**src/rtl/btod_sequencer_pkg.sv**
```systemverilog
// rtl/btod_sequencer_pkg.sv - shared types and defaults for btod_sequencer
package btodSeq_package;

    typedef logic [7:0] dSt;

    typedef enum logic [1:0] {
        IDLE,
        START,
        ISSUE,
        GAP
    } btodSeqStateT;

    localparam int BTOD_BURST_MAX_DEF  = 8;
    localparam int BTOD_FIFO_DEPTH_DEF = 4;

    typedef logic [7:0]  burstCntT;
    typedef logic [15:0] issuedCntT;

endpackage

```
**src/rtl/btod_sequencer_if.sv**
```systemverilog
// rtl/btod_sequencer_if.sv - handshake interfaces used by btod_sequencer
interface rdy_vld_if #(parameter type data_t = btodSeq_package::dSt);
    logic  vld;
    logic  rdy;
    data_t data;

    modport src (output vld, output data, input rdy);
    modport dst (input vld, input data, output rdy);
endinterface

interface req_ack_if #(parameter type data_t = btodSeq_package::dSt);
    logic  req;
    logic  ack;
    data_t data;

    modport src (output req, output data, input ack);
    modport dst (input req, input data, output ack);
endinterface

interface notify_ack_if;
    logic notify;
    logic ack;

    modport src (output notify, input ack);
    modport dst (input notify, output ack);
endinterface

```
**src/rtl/btod_sequencer_fifo.sv**
```systemverilog
// rtl/btod_sequencer_fifo.sv - synchronous command FIFO, registered head, no fall-through
module fifo_sync #(
    parameter type data_t = btodSeq_package::dSt,
    parameter int  DEPTH  = 4
) (
    input  logic  clk,
    input  logic  rst_n,
    input  logic  push,
    input  logic  pop,
    input  data_t wdata,
    output data_t rdata,
    output logic  full,
    output logic  empty
);

    localparam int AW = $clog2(DEPTH);

    data_t         mem [DEPTH];
    logic [AW:0]   wr_ptr;
    logic [AW:0]   rd_ptr;
    logic          do_push;
    logic          do_pop;

    // A full FIFO refuses the push even when a pop frees a slot on the same edge.
    assign do_push = push && !full;
    assign do_pop  = pop && !empty;

    always_ff @(posedge clk or negedge rst_n) begin
        if (!rst_n) begin
            wr_ptr <= '0;
            rd_ptr <= '0;
        end else begin
            if (do_push) wr_ptr <= wr_ptr + (AW+1)'(1);
            if (do_pop)  rd_ptr <= rd_ptr + (AW+1)'(1);
        end
    end

    always_ff @(posedge clk) begin
        if (do_push) mem[wr_ptr[AW-1:0]] <= wdata;
    end

    assign rdata = mem[rd_ptr[AW-1:0]];
    assign empty = (wr_ptr == rd_ptr);
    assign full  = (wr_ptr[AW] != rd_ptr[AW]) && (wr_ptr[AW-1:0] == rd_ptr[AW-1:0]);

endmodule

```
**src/rtl/btod_sequencer.sv**
```systemverilog
// rtl/btod_sequencer.sv - buffers commands and issues them to blockB in notified bursts
module btod_sequencer
    import btodSeq_package::*;
#(
    parameter type data_t     = dSt,
    parameter int  FIFO_DEPTH = BTOD_FIFO_DEPTH_DEF,
    parameter int  BURST_MAX  = BTOD_BURST_MAX_DEF
) (
    input  logic      clk,
    input  logic      rst_n,
    rdy_vld_if.dst    cmdIn,
    req_ack_if.src    btod,
    notify_ack_if.src startDone,
    output logic      busy,
    output issuedCntT issuedCnt
);

    localparam burstCntT BURST_LIMIT = burstCntT'(BURST_MAX);

    btodSeqStateT state, state_nxt;
    burstCntT     burst_cnt, burst_cnt_nxt;
    issuedCntT    issued_cnt, issued_cnt_nxt;
    data_t        data_q, data_nxt;

    logic  fifo_full;
    logic  fifo_empty;
    logic  fifo_pop;
    data_t fifo_rdata;

    fifo_sync #(
        .data_t (data_t),
        .DEPTH  (FIFO_DEPTH)
    ) u_fifo (
        .clk   (clk),
        .rst_n (rst_n),
        .push  (cmdIn.vld),
        .pop   (fifo_pop),
        .wdata (cmdIn.data),
        .rdata (fifo_rdata),
        .full  (fifo_full),
        .empty (fifo_empty)
    );

    always_comb begin
        state_nxt      = state;
        burst_cnt_nxt  = burst_cnt;
        issued_cnt_nxt = issued_cnt;
        data_nxt       = data_q;
        fifo_pop       = 1'b0;
        case (state)
            IDLE: begin
                if (!fifo_empty) begin
                    burst_cnt_nxt = '0;
                    state_nxt     = START;
                end
            end
            START: begin
                if (startDone.ack) begin
                    data_nxt  = fifo_rdata;
                    state_nxt = ISSUE;
                end
            end
            ISSUE: begin
                if (btod.ack) begin
                    fifo_pop       = 1'b1;
                    burst_cnt_nxt  = burst_cnt + burstCntT'(1);
                    issued_cnt_nxt = issued_cnt + issuedCntT'(1);
                    state_nxt      = GAP;
                end
            end
            GAP: begin
                // fifo_empty already reflects the pop taken on the ack edge
                if (burst_cnt == BURST_LIMIT || fifo_empty) begin
                    state_nxt = IDLE;
                end else begin
                    data_nxt  = fifo_rdata;
                    state_nxt = ISSUE;
                end
            end
            default: state_nxt = IDLE;
        endcase
    end

    always_ff @(posedge clk or negedge rst_n) begin
        if (!rst_n) begin
            state      <= IDLE;
            burst_cnt  <= '0;
            issued_cnt <= '0;
            data_q     <= '0;
        end else begin
            state      <= state_nxt;
            burst_cnt  <= burst_cnt_nxt;
            issued_cnt <= issued_cnt_nxt;
            data_q     <= data_nxt;
        end
    end

    assign cmdIn.rdy        = !fifo_full;
    assign btod.req         = (state == ISSUE);
    assign btod.data        = data_q;
    assign startDone.notify = (state == START);
    assign busy             = (state != IDLE);
    assign issuedCnt        = issued_cnt;

endmodule
```
**src/flat_wrapper.sv**
```systemverilog
// flat-port wrapper written by rule: the top's interface ports become plain ports
module btod_sequencer_flat import btodSeq_package::*;
#(
    parameter type data_t     = dSt,
    parameter int  FIFO_DEPTH = BTOD_FIFO_DEPTH_DEF,
    parameter int  BURST_MAX  = BTOD_BURST_MAX_DEF
)
  (clk, rst_n, busy, issuedCnt, cmdIn_vld, cmdIn_data, cmdIn_rdy, btod_req, btod_data, btod_ack, startDone_notify, startDone_ack);
  rdy_vld_if #(.data_t(data_t)) cmdIn_i ();
  req_ack_if #(.data_t(data_t)) btod_i ();
  notify_ack_if startDone_i ();
  input  logic clk;
  input  logic rst_n;
  output logic busy;
  output issuedCntT issuedCnt;
  input wire logic [$bits(cmdIn_i.vld)-1:0] cmdIn_vld;
  input wire logic [$bits(cmdIn_i.data)-1:0] cmdIn_data;
  output wire logic [$bits(cmdIn_i.rdy)-1:0] cmdIn_rdy;
  output wire logic [$bits(btod_i.req)-1:0] btod_req;
  output wire logic [$bits(btod_i.data)-1:0] btod_data;
  input wire logic [$bits(btod_i.ack)-1:0] btod_ack;
  output wire logic [$bits(startDone_i.notify)-1:0] startDone_notify;
  input wire logic [$bits(startDone_i.ack)-1:0] startDone_ack;
  assign cmdIn_i.vld = cmdIn_vld;
  assign cmdIn_i.data = cmdIn_data;
  assign cmdIn_rdy = cmdIn_i.rdy;
  assign btod_req = btod_i.req;
  assign btod_data = btod_i.data;
  assign btod_i.ack = btod_ack;
  assign startDone_notify = startDone_i.notify;
  assign startDone_i.ack = startDone_ack;
  btod_sequencer #(.data_t(data_t), .FIFO_DEPTH(FIFO_DEPTH), .BURST_MAX(BURST_MAX)) u_core (.clk(clk), .rst_n(rst_n), .cmdIn(cmdIn_i), .btod(btod_i), .startDone(startDone_i), .busy(busy), .issuedCnt(issuedCnt));
endmodule
```
**config.mk**
```make
export PLATFORM = sky130hd
export DESIGN_NAME = btod_sequencer_flat
export DESIGN_NICKNAME = d
export VERILOG_FILES = /design/src/rtl/btod_sequencer_pkg.sv /design/src/rtl/btod_sequencer_if.sv /design/src/rtl/btod_sequencer_fifo.sv /design/src/rtl/btod_sequencer.sv /design/src/flat_wrapper.sv
export SDC_FILE = /design/constraint.sdc
export NUM_CORES = 1
export LEC_CHECK = 0
export ABC_CLOCK_PERIOD_IN_PS = 1800
export BUFFER_PORTS_ARGS = -buffer_cell sky130_fd_sc_hd__clkbuf_2
export CELL_PAD_IN_SITES_DETAIL_PLACEMENT = 0
export CELL_PAD_IN_SITES_GLOBAL_PLACEMENT = 1
export CORE_ASPECT_RATIO = 1.5
export CORE_UTILIZATION = 43
export DETAILED_ROUTE_END_ITERATION = 10
export PLACE_DENSITY_LB_ADDON = 0.1
export SLEW_MARGIN = 20
export SYNTH_ARGS = -nofsm -noshare
export SYNTH_HDL_FRONTEND = slang
export SYNTH_SLANG_ARGS = --single-unit
```
**constraint.sdc**
```tcl
create_clock -name clk -period 1.8 [get_ports clk]
set_input_delay 0.45 -clock clk [delete_from_list [all_inputs] [get_ports clk]]
set_output_delay 0.45 -clock clk [all_outputs]
set_load 0.01 [all_outputs]
```
Word level (Yosys, flattened, before mapping)
Memories as Yosys holds them, arrays and structs flattened.
Index checks and enable logic that the tools add are counted.
W data, S select, Z words.
{"block": "op_classes", "addsub": 4, "n_eq_ne": 11, "mux": 15, "reduce_logical": 14}
{"op": "$mux W8", "n": 4}
{"op": "$pmux W8 S2", "n": 2}
{"op": "$add A16 B1 Y16 const B", "n": 1}
{"op": "$reduce_and A3 Y1", "n": 3}
{"op": "$add A8 B1 Y8 const B", "n": 1}
{"op": "$eq A8 B4 Y1 const B", "n": 1}
{"op": "$mux W2", "n": 4}
{"op": "$pmux W2 S4", "n": 1}
{"op": "$add A3 B1 Y3 const B", "n": 2}
{"op": "$reduce_bool A2 Y1", "n": 3}
{"op": "$eq A2 B2 Y1 const B", "n": 2}
{"op": "$mux W1", "n": 4}
{"op": "$ne A2 B1 Y1 const B", "n": 2}
{"op": "$ne A2 B2 Y1 const B", "n": 2}
{"op": "$eq A3 B3 Y1", "n": 1}
{"op": "$logic_and A1 B1 Y1", "n": 3}
{"op": "$eq A2 B1 Y1 const B", "n": 1}
{"op": "$eq A2 B2 Y1", "n": 1}
{"op": "$logic_not A1 Y1", "n": 2}
{"op": "$logic_not A2 Y1", "n": 1}
{"op": "$reduce_and A2 Y1", "n": 1}
{"op": "$logic_or A1 B1 Y1", "n": 1}
{"op": "$ne A1 B1 Y1", "n": 1}
{"block": "totals", "regBits": 40, "mem_bits_rw": 32, "input_bits": 13, "out_inout_bits": 28, "wordCells": 51, "memories": 1}
{"name": "u_core.u_fifo.mem", "depth": 4, "word_bits": 8, "read_ports": 1, "rd_ports_with_merged_regs": 0, "wr": 1, "line_no": "btod_sequencer_fifo.sv:18", "source": "data_t mem [DEPTH];"}

Longest topological paths before layout
{"block": "logic_depth", "ltp_word": 6, "mapped_depth": 6, "mapped_depth_nobuf": 6}

By module
From an unflattened synthesis, not the netlist that was laid out.
{"block": "hier_totals", "cells_unflattened": 235, "hier_area_um2": 3278.1}
{"mod": "fifo_sync", "n_inst": 1, "cells_per_inst": 90, "area_each_um2": 1695.4, "seq_area_each_um2": 1111.1}
{"mod": "btod_sequencer", "n_inst": 1, "cells_per_inst": 145, "area_each_um2": 1582.8, "seq_area_each_um2": 850.8}

Worst setup path before layout
No wires, ideal clock.
{"block": "synth_path", "path_type": "reg2reg", "startpoint": "register u_core.u_fifo.rd_ptr[1]", "endpoint": "register u_core.data_q (netlist bit u_core.btod.data[0])", "setup_time_ns": 0.125, "arrival_time_ns": 1.748, "required_ns": 1.675, "slack_ns": -0.073, "stages_incl_launch_ff": 7, "path_buffers": 2, "synth_period_minus_slack_ns": 1.873, "cell_sequence": "dfrtp_1 -> buf_6 -> xor2_1 -> or3_1 -> buf_6 -> a22oi_4 -> mux2_2"}
{"block": "synth_between", "elab_chain_len": 4, "elab_cells_between_ends": 8, "cone_classes": "eq/ne: 2; mux: 3; reduce/logical: 2; memory: 1"}
{"item": "start, declared", "line_no": "btod_sequencer_fifo.sv:20", "source": "logic [AW:0] rd_ptr;"}
{"item": "start signal, assigned", "line_no": "btod_sequencer_fifo.sv:34", "source": "if (do_pop) rd_ptr <= rd_ptr + (AW+1)'(1);"}
{"item": "parallel branches: the longest is 4 deep, another holds $mem_v2 Z4 W8"}
{"item": "end signal, assigned", "line_no": "btod_sequencer.sv:94", "source": "data_q <= data_nxt;"}
{"item": "end, declared", "line_no": "btod_sequencer.sv:23", "source": "data_t data_q, data_nxt;"}
Several ways; the timed one is not identified. The select of a mux whose other input is x is not followed.
A chain may end at the register's enable or synchronous reset.

Worst setup path in the final report
{"block": "layout_path", "startpoint": "register u_core.u_fifo.wr_ptr[0]", "endpoint": "output port cmdIn_rdy"}
{"block": "layout_between", "elab_chain_len": 3}
{"item": "start, declared", "line_no": "btod_sequencer_fifo.sv:19", "source": "logic [AW:0] wr_ptr;"}
{"item": "start signal, assigned", "line_no": "btod_sequencer_fifo.sv:33", "source": "if (do_push) wr_ptr <= wr_ptr + (AW+1)'(1);"}
{"item": "$eq A2 B2 Y1", "line_no": "btod_sequencer_fifo.sv:44", "source": "assign full = (wr_ptr[AW] != rd_ptr[AW]) && (wr_ptr[AW-1:0] == rd_ptr[AW-1:0]);"}
{"item": "$logic_and A1 B1 Y1", "line_no": "btod_sequencer_fifo.sv:44"}
{"item": "$logic_not A1 Y1", "line_no": "btod_sequencer.sv:98", "source": "assign cmdIn.rdy = !fifo_full;"}
{"item": "end, declared", "line_no": "flat_wrapper.sv:18", "source": "output wire logic [$bits(cmdIn_i.rdy)-1:0] cmdIn_rdy;"}
No other way between the ends.

==> reports/qor.yml <==
outcome:
  status: "finished with violations"
  violations: "negative setup slack"
synthesis:
  ys_warn_count: 0
  synthArstFlopShare: 0.5556
  syn_avg_cell_area_um2: 14.36
  syn_inst: 221
  yosys.area.top_type_share: 0.3155
  synth-edff-count: 32
  synth_cell_type_count: 38
  ys_seq_area_frac: 0.6183
  syn-num-nets: 242
  synth_area_um2: 3173
  synth_seq_cells: 72
  synth_top_area_cell: "dfrtp_1"
  synth_area_leaders: "dfrtp_1 (32%), edfxtp_1 (30%), mux4_1 (6.6%), xnor2_1 (4.1%), mux2_2 (3.5%)"
  ys.flop_type: "dfrtp_1"
worst_setup_path:
  cp-end-kind: "output port"
  cp_slowest_cell: "dfrtp_1"
  crit_path_max_fanout: 4
  startpoint_type: "flip-flop"
  critPathMaxStageDelay_ps: 390
  crit_type: "reg2out"
  cp_top_family: "flip-flops"
  cp.required_ps: 1350
  worstReg2RegEnd: "u_core.btod.data[2]"
  crit_buf_inv: 1
  reg2regPathDepth: 6
  crit_chain: "xor2_1, or3_4, clkbuf_2"
  arrival_ps: 1460
  regToRegSetupSlack_ps: 10
  rr_startpoint: "u_core.u_fifo.rd_ptr[2]"
floorplanning:
  fp.dieArea_um2: 7734
  ioPinCount: 41
  rows: 38
  fp.coreArea_um2: 7179
  floorplan.initialDensity: 0.4420
  die_height_um: 107.2
  die_w_um: 72.14
routing:
  drcViolationCount: 0
  firstDrtPassIters: 4
  drtIter0Drc: 78
  wire_per_inst_um: 14.47
  totalWireLength_mm: 5.731
  antenna_left: 0
  route.vias.total: 1941
  viasPerCell: 4.902
timing:
  setup_slack_ps: -107.4
  slew_headroom: 0.6614
  period_share: 1.060
  hold_viol: 0
  worst_pin_slew_ps: 507.8
  setup-violations-final: 1
  rsz0062_at_grt: "yes"
  fin_tns_setup_ps: -107.4
  fin_hold_ws_ps: 141.0
  fin_crit_ps: 1907
  skew_ps: 9.407
  drv_slew: 0
  max_freq_mhz: 524.3
placed_design:
  io_buffer_count: 40
  placed_cells: 371
  place_congestion: 0.7562
  dp_hpwl_mm: 3.937
min_path:
  min_path_type: "in2async"
run:
  cap_violations: 0
clock_tree:
  cts-root-buf: "clkbuf_8"
  cts_tree: "built"
  insertion_delay_ps: 350
  cts-buffers-inserted: 9
  path_clk_slew_ps: 80
  clock-sinks: 72
  h-tree-depth: 3
  hold_buffers: 0
  cts.path.max_buffers: 2
power_and_ir_drop:
  cellPowerDensity_nw_per_um2: 1561
  peakVddDrop_v: 0.0008047
  p_leak_nw: 1.747
  power_mw: 6.149
grt:
  grtUsageTotal: 0.1651
  grt_pass1_wl_mm: 9.487
  grt_pass1_vias: 1976
  grt_remaining_overflow: 0
  grt_max_degree: 41
  antenna_found_initial: 0
layout:
  instances_no_fill: 396
  layout-drive-gt1-share: 0.3581
  finalNetCount: 312
  antenna_cells: 0
  area_growth_syn_to_layout_pct: 24.17
[timing repair]
item	4_1_cts	5_1_grt
setup endpoints to repair	10	32
resized for setup	15	9
buffers inserted	6	3
pin swaps	3	2
[sequential cells by signal (all words and copies together) (netlist names)]
name / flops
u_core.issuedCnt: 16
u_core.u_fifo.wr_ptr: 3
u_core.u_fifo.rd_ptr: 3
u_core.btod.data: 8
u_core.state: 2
u_core.u_fifo.mem: 32
u_core.burst_cnt: 8
[logic make-up after synthesis]
logic type / synth area share
muxes: 0.1017
and+or+nand+nor: 0.1092
buffers and inverters: 0.02011
AOI/OAI and AO/OA: 0.05008
adders and majority gates: 0.03155
xor gates and xnor gates: 0.06901
DFF: 0.6183
[area by class of cell]
class | count | area (um2)
Fill cell | 586 | 3239
Sequential cell | 72 | 1964
Multi-Input combinational cell | 137 | 1215
Timing Repair Buffer | 66 | 414.1
Tap cell | 100 | 125.1
Clock buffer | 9 | 123.9
Clock inverter | 7 | 78.83
Inverter | 5 | 18.77
[synth_stat cells, drive strengths merged (3+ instances only)]
library cell	n
mux2	10
edfxtp	32
and2	7
mux4	8
xnor2	15
o21ai	8
ha	8
dfrtp	40
nor2b	4
a22o	3
nand2	18
xor2	10
nor2	5
inv	5
clkbuf	4
buf	3
nand3	5
nor4	3
nand4	7
and3	6
[through the flow]
| step | area [um2] | utilization | setup slack (ps) |
|---|---|---|---|
| finish | 3940 | 0.5488 | -107.4 |
| global route | 3940 | 0.5488 | -158.2 |
| CTS | 3886 | 0.5413 | -116.5 |
| detailed placement | 3581 | 0.4988 | -58.66 |
| global placement | 3581 | 0.4988 | -40.41 |
| floorplan | 3173 | - | -72.78 |
[cells in the final DEF, fill, tap and decap left out, types with 4 or more instances in the layout]
cell type and instances:
and3_1 6, buf_4 21, buf_6 5, clkbuf_2 40, clkbuf_8 9, dfrtp_1 38
edfxtp_1 32, ha_1 8, inv_1 5, mux2_2 4, mux2_4 6, mux4_1 8
nand2_1 18, nand3_1 5, nand4_1 7, nor2_1 5, o21ai_0 8, xnor2_1 14
xor2_1 10
[metal layers]
| layer | global-route usage | part of all wire |
|---|---|---|
| met1 | 0.2120 | 0.45 |
| met2 | 0.2623 | 0.50 |
| met3 | 0.04229 | 0.035 |
| met4 | 0.07143 | 0.018 |
| met5 | 0 | 0 |
[where the power goes]
| part | switching, mW | internal, mW | total (mW) |
|---|---|---|---|
| clock | 0.644 | 0.654 | 1.30 |
| combinational | 1.08 | 1.34 | 2.41 |
| sequential | 0.273 | 2.16 | 2.44 |
[worst max path at each step]
stage,from,endpoint,slack (ps),depth (start not counted)
after global routing,u_core.u_fifo.wr_ptr[2],cmdIn_rdy,-160,4
after global placement,u_core.burst_cnt[0],u_core.btod.data[0],-40,6
after detailed placement,u_core.burst_cnt[1],u_core.btod.data[7],-60,6
final,u_core.u_fifo.wr_ptr[0],cmdIn_rdy,-110,3
after CTS,u_core.u_fifo.wr_ptr[0],cmdIn_rdy,-120,3
after floorplan,u_core.u_fifo.rd_ptr[1],u_core.btod.data[0],-70,6
Note: power is estimated with default switching activity, not from simulation.
